`src/rtl/fir_compute_responder.sv`:
```
// FIR compute responder: latches argument pointers from the register-file
// write port and, on fir_start, computes one output sample
//   y = sum_{k=0}^{NUM_TAPS-1} c[k] * x[n-k]
// through a 1-cycle-latency read port, writes y back and pulses fir_done.
// Every tap costs exactly three cycles (READ_X, READ_C, MAC), so latency is
// fixed even for zero-padded taps.
module fir_compute_responder #(
  parameter int          NUM_TAPS   = 8,
  parameter logic [31:0] INPUT_BASE = 32'h0000_0000,
  parameter int          SHIFT      = 0
) (
  input  logic        clock,
  input  logic        reset_n,
  input  logic        fir_rf_we,
  input  logic [4:0]  fir_rf_waddr,
  input  logic [31:0] fir_rf_wdata,
  input  logic        fir_start,
  output logic        fir_done,
  output logic        busy,
  output logic        busy_err,
  output logic        mem_re,
  output logic [31:0] mem_raddr,
  input  logic [31:0] mem_rdata,
  output logic        mem_we,
  output logic [31:0] mem_waddr,
  output logic [31:0] mem_wdata
);

  typedef enum logic [2:0] {
    S_IDLE   = 3'd0,
    S_READ_X = 3'd1,
    S_READ_C = 3'd2,
    S_MAC    = 3'd3,
    S_WRITE  = 3'd4,
    S_DONE   = 3'd5
  } state_t;

  state_t      state_q, state_d;
  logic [5:0]  k_q, k_d;
  logic [63:0] acc_q, acc_d;
  logic [31:0] x_q, x_d;
  logic        pad_q, pad_d;
  logic [31:0] x_ptr_q, x_ptr_d;
  logic [31:0] c_ptr_q, c_ptr_d;
  logic [31:0] y_ptr_q, y_ptr_d;
  logic [31:0] xw_q, xw_d;
  logic [31:0] cw_q, cw_d;
  logic [31:0] yw_q, yw_d;
  logic        fir_done_q, fir_done_d;
  logic        busy_q, busy_d;
  logic        busy_err_q, busy_err_d;
  logic        mem_re_q, mem_re_d;
  logic [31:0] mem_raddr_q, mem_raddr_d;
  logic        mem_we_q, mem_we_d;
  logic [31:0] mem_waddr_q, mem_waddr_d;
  logic [31:0] mem_wdata_q, mem_wdata_d;

  // Datapath helpers: sign-extended operands, product and next accumulator
  logic [63:0] x_ext_s, c_ext_s, prod_s, acc_next_s;
  logic signed [63:0] acc_sgn_s;
  // Sample-read request for the tap about to enter READ_X
  logic        issue_x_s;
  logic [31:0] x_addr_s;
  logic [32:0] base_diff_s;

  // Next-state, datapath and registered-output logic for the whole responder
  always_comb begin
    state_d     = state_q;
    k_d         = k_q;
    acc_d       = acc_q;
    x_d         = x_q;
    pad_d       = pad_q;
    xw_d        = xw_q;
    cw_d        = cw_q;
    yw_d        = yw_q;
    fir_done_d  = 1'b0;
    mem_re_d    = 1'b0;
    mem_raddr_d = 32'h0000_0000;
    mem_we_d    = 1'b0;
    mem_waddr_d = 32'h0000_0000;
    mem_wdata_d = 32'h0000_0000;
    issue_x_s   = 1'b0;
    x_addr_s    = 32'h0000_0000;

    // Argument registers are writable in every state.
    if (fir_rf_we && (fir_rf_waddr == 5'd10)) begin
      x_ptr_d = fir_rf_wdata;
    end else begin
      x_ptr_d = x_ptr_q;
    end
    if (fir_rf_we && (fir_rf_waddr == 5'd11)) begin
      c_ptr_d = fir_rf_wdata;
    end else begin
      c_ptr_d = c_ptr_q;
    end
    if (fir_rf_we && (fir_rf_waddr == 5'd12)) begin
      y_ptr_d = fir_rf_wdata;
    end else begin
      y_ptr_d = y_ptr_q;
    end

    // A start outside IDLE is dropped but remembered until reset.
    busy_err_d = busy_err_q | (fir_start & (state_q != S_IDLE));

    x_ext_s    = {{32{x_q[31]}}, x_q};
    c_ext_s    = {{32{mem_rdata[31]}}, mem_rdata};
    prod_s     = x_ext_s * c_ext_s;
    acc_next_s = acc_q + prod_s;
    acc_sgn_s  = acc_next_s;

    case (state_q)
      S_IDLE: begin
        if (fir_start) begin
          // Snapshot uses the _d values so a same-cycle write is bypassed.
          xw_d      = x_ptr_d;
          cw_d      = c_ptr_d;
          yw_d      = y_ptr_d;
          k_d       = 6'd0;
          acc_d     = 64'h0;
          state_d   = S_READ_X;
          issue_x_s = 1'b1;
          x_addr_s  = x_ptr_d;
        end else begin
          state_d = S_IDLE;
        end
      end
      S_READ_X: begin
        mem_re_d    = 1'b1;
        mem_raddr_d = cw_q + 32'({k_q, 2'b00});
        state_d     = S_READ_C;
      end
      S_READ_C: begin
        if (pad_q) begin
          x_d = 32'h0000_0000;
        end else begin
          x_d = mem_rdata;
        end
        state_d = S_MAC;
      end
      S_MAC: begin
        acc_d = acc_next_s;
        if (k_q == 6'(NUM_TAPS - 1)) begin
          mem_we_d    = 1'b1;
          mem_waddr_d = yw_q;
          mem_wdata_d = 32'(acc_sgn_s >>> SHIFT);
          state_d     = S_WRITE;
        end else begin
          k_d       = k_q + 6'd1;
          issue_x_s = 1'b1;
          x_addr_s  = xw_q - 32'({k_q + 6'd1, 2'b00});
          state_d   = S_READ_X;
        end
      end
      S_WRITE: begin
        fir_done_d = 1'b1;
        state_d    = S_DONE;
      end
      S_DONE: begin
        state_d = S_IDLE;
      end
      default: begin
        state_d = S_IDLE;
      end
    endcase

    // Sample reads below INPUT_BASE are suppressed and read as zero later;
    // the borrow of an unsigned subtract gives the below-base decision.
    base_diff_s = {1'b0, x_addr_s} - {1'b0, INPUT_BASE};
    if (issue_x_s) begin
      pad_d = base_diff_s[32];
      if (base_diff_s[32]) begin
        mem_re_d    = 1'b0;
        mem_raddr_d = 32'h0000_0000;
      end else begin
        mem_re_d    = 1'b1;
        mem_raddr_d = x_addr_s;
      end
    end else begin
      pad_d = pad_q;
    end

    busy_d = (state_d != S_IDLE);
  end

  // State, working registers and registered outputs; async reset aborts a run
  always_ff @(posedge clock or negedge reset_n) begin
    if (!reset_n) begin
      state_q     <= S_IDLE;
      k_q         <= 6'd0;
      acc_q       <= 64'h0;
      x_q         <= 32'h0000_0000;
      pad_q       <= 1'b0;
      x_ptr_q     <= 32'h0000_0000;
      c_ptr_q     <= 32'h0000_0000;
      y_ptr_q     <= 32'h0000_0000;
      xw_q        <= 32'h0000_0000;
      cw_q        <= 32'h0000_0000;
      yw_q        <= 32'h0000_0000;
      fir_done_q  <= 1'b0;
      busy_q      <= 1'b0;
      busy_err_q  <= 1'b0;
      mem_re_q    <= 1'b0;
      mem_raddr_q <= 32'h0000_0000;
      mem_we_q    <= 1'b0;
      mem_waddr_q <= 32'h0000_0000;
      mem_wdata_q <= 32'h0000_0000;
    end else begin
      state_q     <= state_d;
      k_q         <= k_d;
      acc_q       <= acc_d;
      x_q         <= x_d;
      pad_q       <= pad_d;
      x_ptr_q     <= x_ptr_d;
      c_ptr_q     <= c_ptr_d;
      y_ptr_q     <= y_ptr_d;
      xw_q        <= xw_d;
      cw_q        <= cw_d;
      yw_q        <= yw_d;
      fir_done_q  <= fir_done_d;
      busy_q      <= busy_d;
      busy_err_q  <= busy_err_d;
      mem_re_q    <= mem_re_d;
      mem_raddr_q <= mem_raddr_d;
      mem_we_q    <= mem_we_d;
      mem_waddr_q <= mem_waddr_d;
      mem_wdata_q <= mem_wdata_d;
    end
  end

  assign fir_done  = fir_done_q;
  assign busy      = busy_q;
  assign busy_err  = busy_err_q;
  assign mem_re    = mem_re_q;
  assign mem_raddr = mem_raddr_q;
  assign mem_we    = mem_we_q;
  assign mem_waddr = mem_waddr_q;
  assign mem_wdata = mem_wdata_q;

endmodule

```
`config.mk`:
```
export PLATFORM = sky130hd
export DESIGN_NAME = fir_compute_responder
export DESIGN_NICKNAME = d
export VERILOG_FILES = /design/src/rtl/fir_compute_responder.sv
export SDC_FILE = /design/constraint.sdc
export NUM_CORES = 2
export LEC_CHECK = 0
export CAP_MARGIN = 25
export CORE_ASPECT_RATIO = 1.75
export CORE_UTILIZATION = 45
export DETAILED_ROUTE_END_ITERATION = 10
export GPL_TIMING_DRIVEN = 0
export HOLD_SLACK_MARGIN = 0.06
export SLEW_MARGIN = 20
export SYNTH_ARGS = -nofsm -noshare
export SYNTH_HDL_FRONTEND = slang
export SYNTH_SLANG_ARGS = --single-unit
```
`constraint.sdc`:
```
create_clock -name clock -period 20.9 [get_ports clock]
set_clock_uncertainty 0.1 [all_clocks]
set_input_delay 3.135 -clock clock [delete_from_list [all_inputs] [get_ports clock]]
set_output_delay 3.135 -clock clock [all_outputs]
set_load 0.05 [all_outputs]
```
# ---- Word level (Yosys, flattened, before mapping)
# Cells that the tools add are included.
dict set report op_classes {
  add_sub_neg 4
  n_mul 1
  div_mod_pow 0
  n_lt_le_gt_ge 0
  n_eq_ne 10
  n_shift 0
  mux 28
  n_bitwise 2
  n_reduce_logical 10
}
# operator count
set op_table {}
lappend op_table {{two-way mux 32 bit} 11}
lappend op_table {{one-hot mux 64 bit (2 select lines)} 1}
lappend op_table {{adder 64 bit} 1}
lappend op_table {{multiplier 32 x 32 -> 64 bit} 1}
lappend op_table {{two-way mux 64 bit} 1}
lappend op_table {{one-hot mux 32 bit (2 select lines)} 1}
lappend op_table {{adder 32 x 8 -> 32 bit} 1}
lappend op_table {{subtractor 32 x 8 -> 32 bit} 1}
lappend op_table {{== test 5 x 4 -> 1 bit (second input constant)} 3}
lappend op_table {{one-hot mux 3 bit (5 select lines)} 1}
lappend op_table {{two-way mux 6 bit} 2}
lappend op_table {{one-hot mux 6 bit (2 select lines)} 1}
lappend op_table {{two-way mux 1 bit} 8}
lappend op_table {{adder 6 x 1 -> 6 bit (second input constant)} 1}
lappend op_table {{== test 3 x 2 -> 1 bit (second input constant)} 2}
lappend op_table {{== test 6 x 3 -> 1 bit (second input constant)} 1}
lappend op_table {{nonzero test 3 bit} 2}
lappend op_table {{!= test 2 bit (second input constant)} 2}
lappend op_table {{AND reduction 2 bit} 2}
lappend op_table {{== test 3 x 1 -> 1 bit (second input constant)} 1}
lappend op_table {{== test 3 bit (second input constant)} 1}
lappend op_table {{logical AND 1 bit} 3}
lappend op_table {{zero test 3 bit} 1}
lappend op_table {{two-way mux 3 bit} 1}
lappend op_table {{5 further kinds} 5}
dict set report totals {
  regBits 398
  latchBits 0
  ramBits 0
  rom_bits 0
  in_bits 73
  output_inout_bits 101
  wordCells 73
  n_memories 0
}

# ---- Longest topological paths before layout
dict set report logic_depth {
  depth_word 6
  depth_mapped 28
  ltp_nobuf 26
}

# ---- Worst setup path before layout
# OpenSTA, ideal clock, no wires.
dict set report synth_timing {
  path_kind {input -> register}
  startpoint {input mem_rdata[4]}
  endpoint {register acc_q[30]}
  setup_time_ns 0.134
  arrival_ns 9.530
  required_ns 20.666
  slack_ns 11.137
  stages 24
  n_path_buf 2
  cell_sequence {clkbuf_1 clkbuf_1 and2_1 fa_1 fa_1 inv_1 fa_1 fa_1 inv_1 fa_1 fa_1 fa_1 inv_1 fa_1 inv_1 ha_1 a21o_1 a21o_1 a211oi_1 o31a_1 o21ai_0 a221oi_1 xor2_1 o21ai_0}
}
dict set report synth_via {
  elab_chain_cells 3
}
# item line_no
set synth_rtl {}
lappend synth_rtl {{from (decl)} 23} ;# input logic [31:0] mem_rdata,
lappend synth_rtl {{multiplier 32 x 32 -> 64 bit} 107} ;# prod_s = x_ext_s * c_ext_s;
lappend synth_rtl {{adder 64 bit} 108} ;# acc_next_s = acc_q + prod_s;
lappend synth_rtl {{one-hot mux 64 bit (2 select lines)} 111} ;# case (state_q)
lappend synth_rtl {{to (signal assigned)} 190} ;# acc_q <= 64'h0;
lappend synth_rtl {{to (signal assigned)} 210} ;# acc_q <= acc_d;
lappend synth_rtl {{to (decl)} 40} ;# logic [63:0] acc_q, acc_d;
# Every way passes these cells.
# A chain may end at the register's enable or synchronous reset.

# ---- Final worst setup path
dict set report layout_timing {
  startpoint {input mem_rdata[4]}
  endpoint {register mem_wdata_q[30], in the netlist mem_wdata[30]}
}
dict set report layout_via {
  elab_chain_cells 4
}
# item line_no
set layout_rtl {}
lappend layout_rtl {{multiplier 32 x 32 -> 64 bit} 107}
lappend layout_rtl {{adder 64 bit} 108}
lappend layout_rtl {{two-way mux 32 bit} 142} ;# if (k_q == 6'(NUM_TAPS - 1)) begin
lappend layout_rtl {{two-way mux 32 bit} 111}
lappend layout_rtl {{net mem_wdata_d[30]} 56} ;# logic [31:0] mem_wdata_q, mem_wdata_d;
lappend layout_rtl {{to (signal assigned)} 226} ;# mem_wdata_q <= mem_wdata_d;
lappend layout_rtl {{to (decl)} 56}
# The timed path passes the listed nets, and every way through them passes these cells.

==> impl_metrics.py <==
metrics = {
    "final_layout": {
        "diodes": 0,
        "finalNetCount": 4092,
        "layout_commonest_cell": "nand2_1",
        "mostFrequentLayoutCells": "nand2_1, inv_1, fa_1",
        "drive_gt1_frac": 0.0659,
        "area_delta_synth_final_pct": 14.1,
    },
    "clock_tree": {
        "holdBufCountCts": 0,
        "path_clk_slew_ns": 0.06,
        "cts_max_level": 2,
        "cts_buffers": 40,
        "cts_tree": "built",
        "clock_sinks": 366,
        "root_buffer": "clkbuf_16",
        "clk_latency_ns": 0.60,
        "clock_path_buffers": 3,
        "post_cts_resized": 0,
        "post_cts_buffers": 0,
    },
    "yosys": {
        "ys_seq_elements": 366,
        "syn_inst": 3196,
        "netlist_area_sq_um": 31700,
        "dominantRegCellSynth": "dfrtp_1",
        "synth_edf_count": 0,
        "ys_types": 66,
        "yosysWarnings": 0,
        "async_reset_ff_frac": 1.00,
        "avgSynthCellArea_sq_um": 9.92,
        "seq_area_frac_synth": 0.289,
        "syn_nets": 3873,
    },
    "floorplan": {
        "dieArea_sq_um": 71500,
        "initial_utilization": 0.455,
        "fp.coreArea_sq_um": 69700,
        "dieWidth_um": 203,
        "rows": 128,
        "die_h_um": 353,
        "io_pins": 174,
    },
    "setup_path": {
        "cp_slowest_cell": "clkbuf_1",
        "crit_fanout": 10,
        "cp_data_arrival_time_ns": 12.08,
        "cp_data_required_time_ns": 21.21,
        "worst-setup-path-type": "primary input to flip-flop",
        "end_kind": "flip-flop",
        "crit_top_cell": "fa_1",
        "start_kind": "primary input",
        "critical-path-max-stage-delay_ns": 0.76,
    },
    "global_routing": {
        "antenna_found_initial": 7,
        "grt_start_max_net_pins": 102,
        "grt-ovfl-total": 0,
        "track_usage": 0.304,
        "grt_pass1_wl_mm": 159,
        "grt_pass1_vias": 26100,
    },
    "route": {
        "detailedRoute.firstPassIterationCount": 5,
        "drt_iter0_drc": 1352,
        "routed_wl_mm": 104,
        "vias_per_cell": 5.30,
        "vias": 23100,
        "ant_nets": 0,
        "routedWlPerCell_um": 24.0,
        "drc": 0,
    },
    "sta": {
        "tightestPinTransition_ns": 1.19,
        "fin_crit_ns": 11.77,
        "slew_headroom": 0.207,
        "setup_viol": 0,
        "drv_slew": 0,
        "finalHoldViolCount": 0,
        "final.setup.tns_ns": 0,
        "fmax_mhz": 85.0,
        "fin_crit_sh": 0.563,
        "rsz0062_at_grt": "false",
    },
    "status": {
        "outcome": "finished, final reports clean",
    },
    "place": {
        "io_buffers": 170,
        "hpwlAfterDp_mm": 85.5,
        "place.gp.congestion": 0.988,
    },
    "job": {
        "cap_violations": 0,
    },
    "min_path": {
        "holdCritPathClass": "flip-flop to flip-flop",
    },
}
## synthesized netlist by cell type, types with 6 or more instances
library cell	n	area, sq um
and2_1	300	1880
a21oi_1	30	150
xor2_1	42	368
ha_1	164	2050
o211ai_1	8	60.1
xnor2_1	101	885
a21o_1	19	143
clkbuf_1	154	578
o31ai_1	6	45.0
fa_1	440	8810
o21ai_0	54	270
dfrtp_1	366	9160
o21bai_1	7	52.6
nor4_1	7	43.8
or2_2	7	43.8
nand3_1	30	150
nor2_1	55	206
o221ai_1	12	105
and3_1	42	263
nor3_1	14	70.1
nor2b_1	10	62.6
nand2_1	578	2170
inv_1	547	2050
mux2_2	126	1420
## flip-flops by register name, indices dropped and copies added, names as in the netlist, 3 cells and up
register	cells
acc_q	32
mem_waddr	32
x_ptr_q	32
c_ptr_q	32
mem_wdata	32
x_q	32
state_q	3
y_ptr_q	32
k_q	6
yw_q	32
mem_raddr	32
cw_q	32
xw_q	32
## layout make-up
class | instances | area, sq um
plain buffers | 159 | 619
clock buffers | 52 | 1160
clock inverters | 18 | 308
fillers | 6454 | 33500
inverters | 547 | 2050
multi-input cells | 2124 | 19900
flip-flops and latches | 366 | 9160
well taps | 910 | 1140
repair buffers | 177 | 1850
## stage by stage
| stage | std cells | instance area (sq um) | setup slack [ns] | utilization | hold slack, ns |
|---|---|---|---|---|---|
| 3_5_place_dp | 4281 | 34700 | 8.51 | 0.498 | 0.355 |
| 2_1_floorplan | 3196 | 31700 | 11.14 | - | 0.337 |
| 5_1_grt | 4353 | 36200 | 8.86 | 0.519 | 0.384 |
| 4_1_cts | 4351 | 36100 | 9.05 | 0.519 | 0.370 |
| 3_3_place_gp | 4276 | 34500 | 0.179 | 0.496 | 0.350 |
| 6_report | 4353 | 36200 | 9.13 | 0.519 | 0.366 |
## path summary, 6_finish.rpt
check | from | end | slack (ns) | cells after the start
setup / recovery | mem_rdata[4] | mem_wdata[30]$_DFF_PN0_ | 9.13 | 26
hold / removal | yw_q[28]$_DFFE_PN0P_ | yw_q[28]$_DFFE_PN0P_ | 0.37 | 2
setup reg to reg | x_q[3]$_DFFE_PN0P_ | mem_wdata[30]$_DFF_PN0_ | 11.38 | 25
hold reg to reg | yw_q[28]$_DFFE_PN0P_ | yw_q[28]$_DFFE_PN0P_ | 0.37 | 2
max in group asynchronous | reset_n | mem_waddr[28]$_DFF_PN0_ | 16.66 | 4
min in group asynchronous | reset_n | mem_wdata[21]$_DFF_PN0_ | 2.36 | 1
## critical path, delay by kind of cell
family	cells	cell delay, ns
adders and majority gates	9	3.97
buffers and inverters	7	2.00
AOI/OAI and AO/OA	6	1.79
and+or+nand+nor	3	0.93
xor gates and xnor gates	1	0.23
## cell families (layout without fill, tap and decap cells)
| kind of cell | count (synthesis) | count (layout) | share of synthesized area |
|---|---|---|---|
| simple gates | 1082 | 1082 | 0.164 |
| buf+inv | 706 | 953 | 0.0843 |
| mux | 129 | 129 | 0.0457 |
| xor+xnor | 143 | 143 | 0.0395 |
| flops | 366 | 366 | 0.289 |
| fa+ha+maj | 604 | 604 | 0.343 |
| compound gates | 166 | 166 | 0.0345 |
## metal layers
layer / vias up / routed length, um / global-route usage / part of all wire
met4: 10 / 8550 / 0.206 / 0.082
met5: - / 59 / 0 / 0.00056
met1: 11800 / 33900 / 0.307 / 0.32
met2: 850 / 56500 / 0.566 / 0.54
li1: 10100 / - / - / -
met3: 351 / 5430 / 0.0469 / 0.052
Power is left out: the tool's default activity adds up to more than one toggle a clock period on the data nets, which glitch-free logic cannot reach.
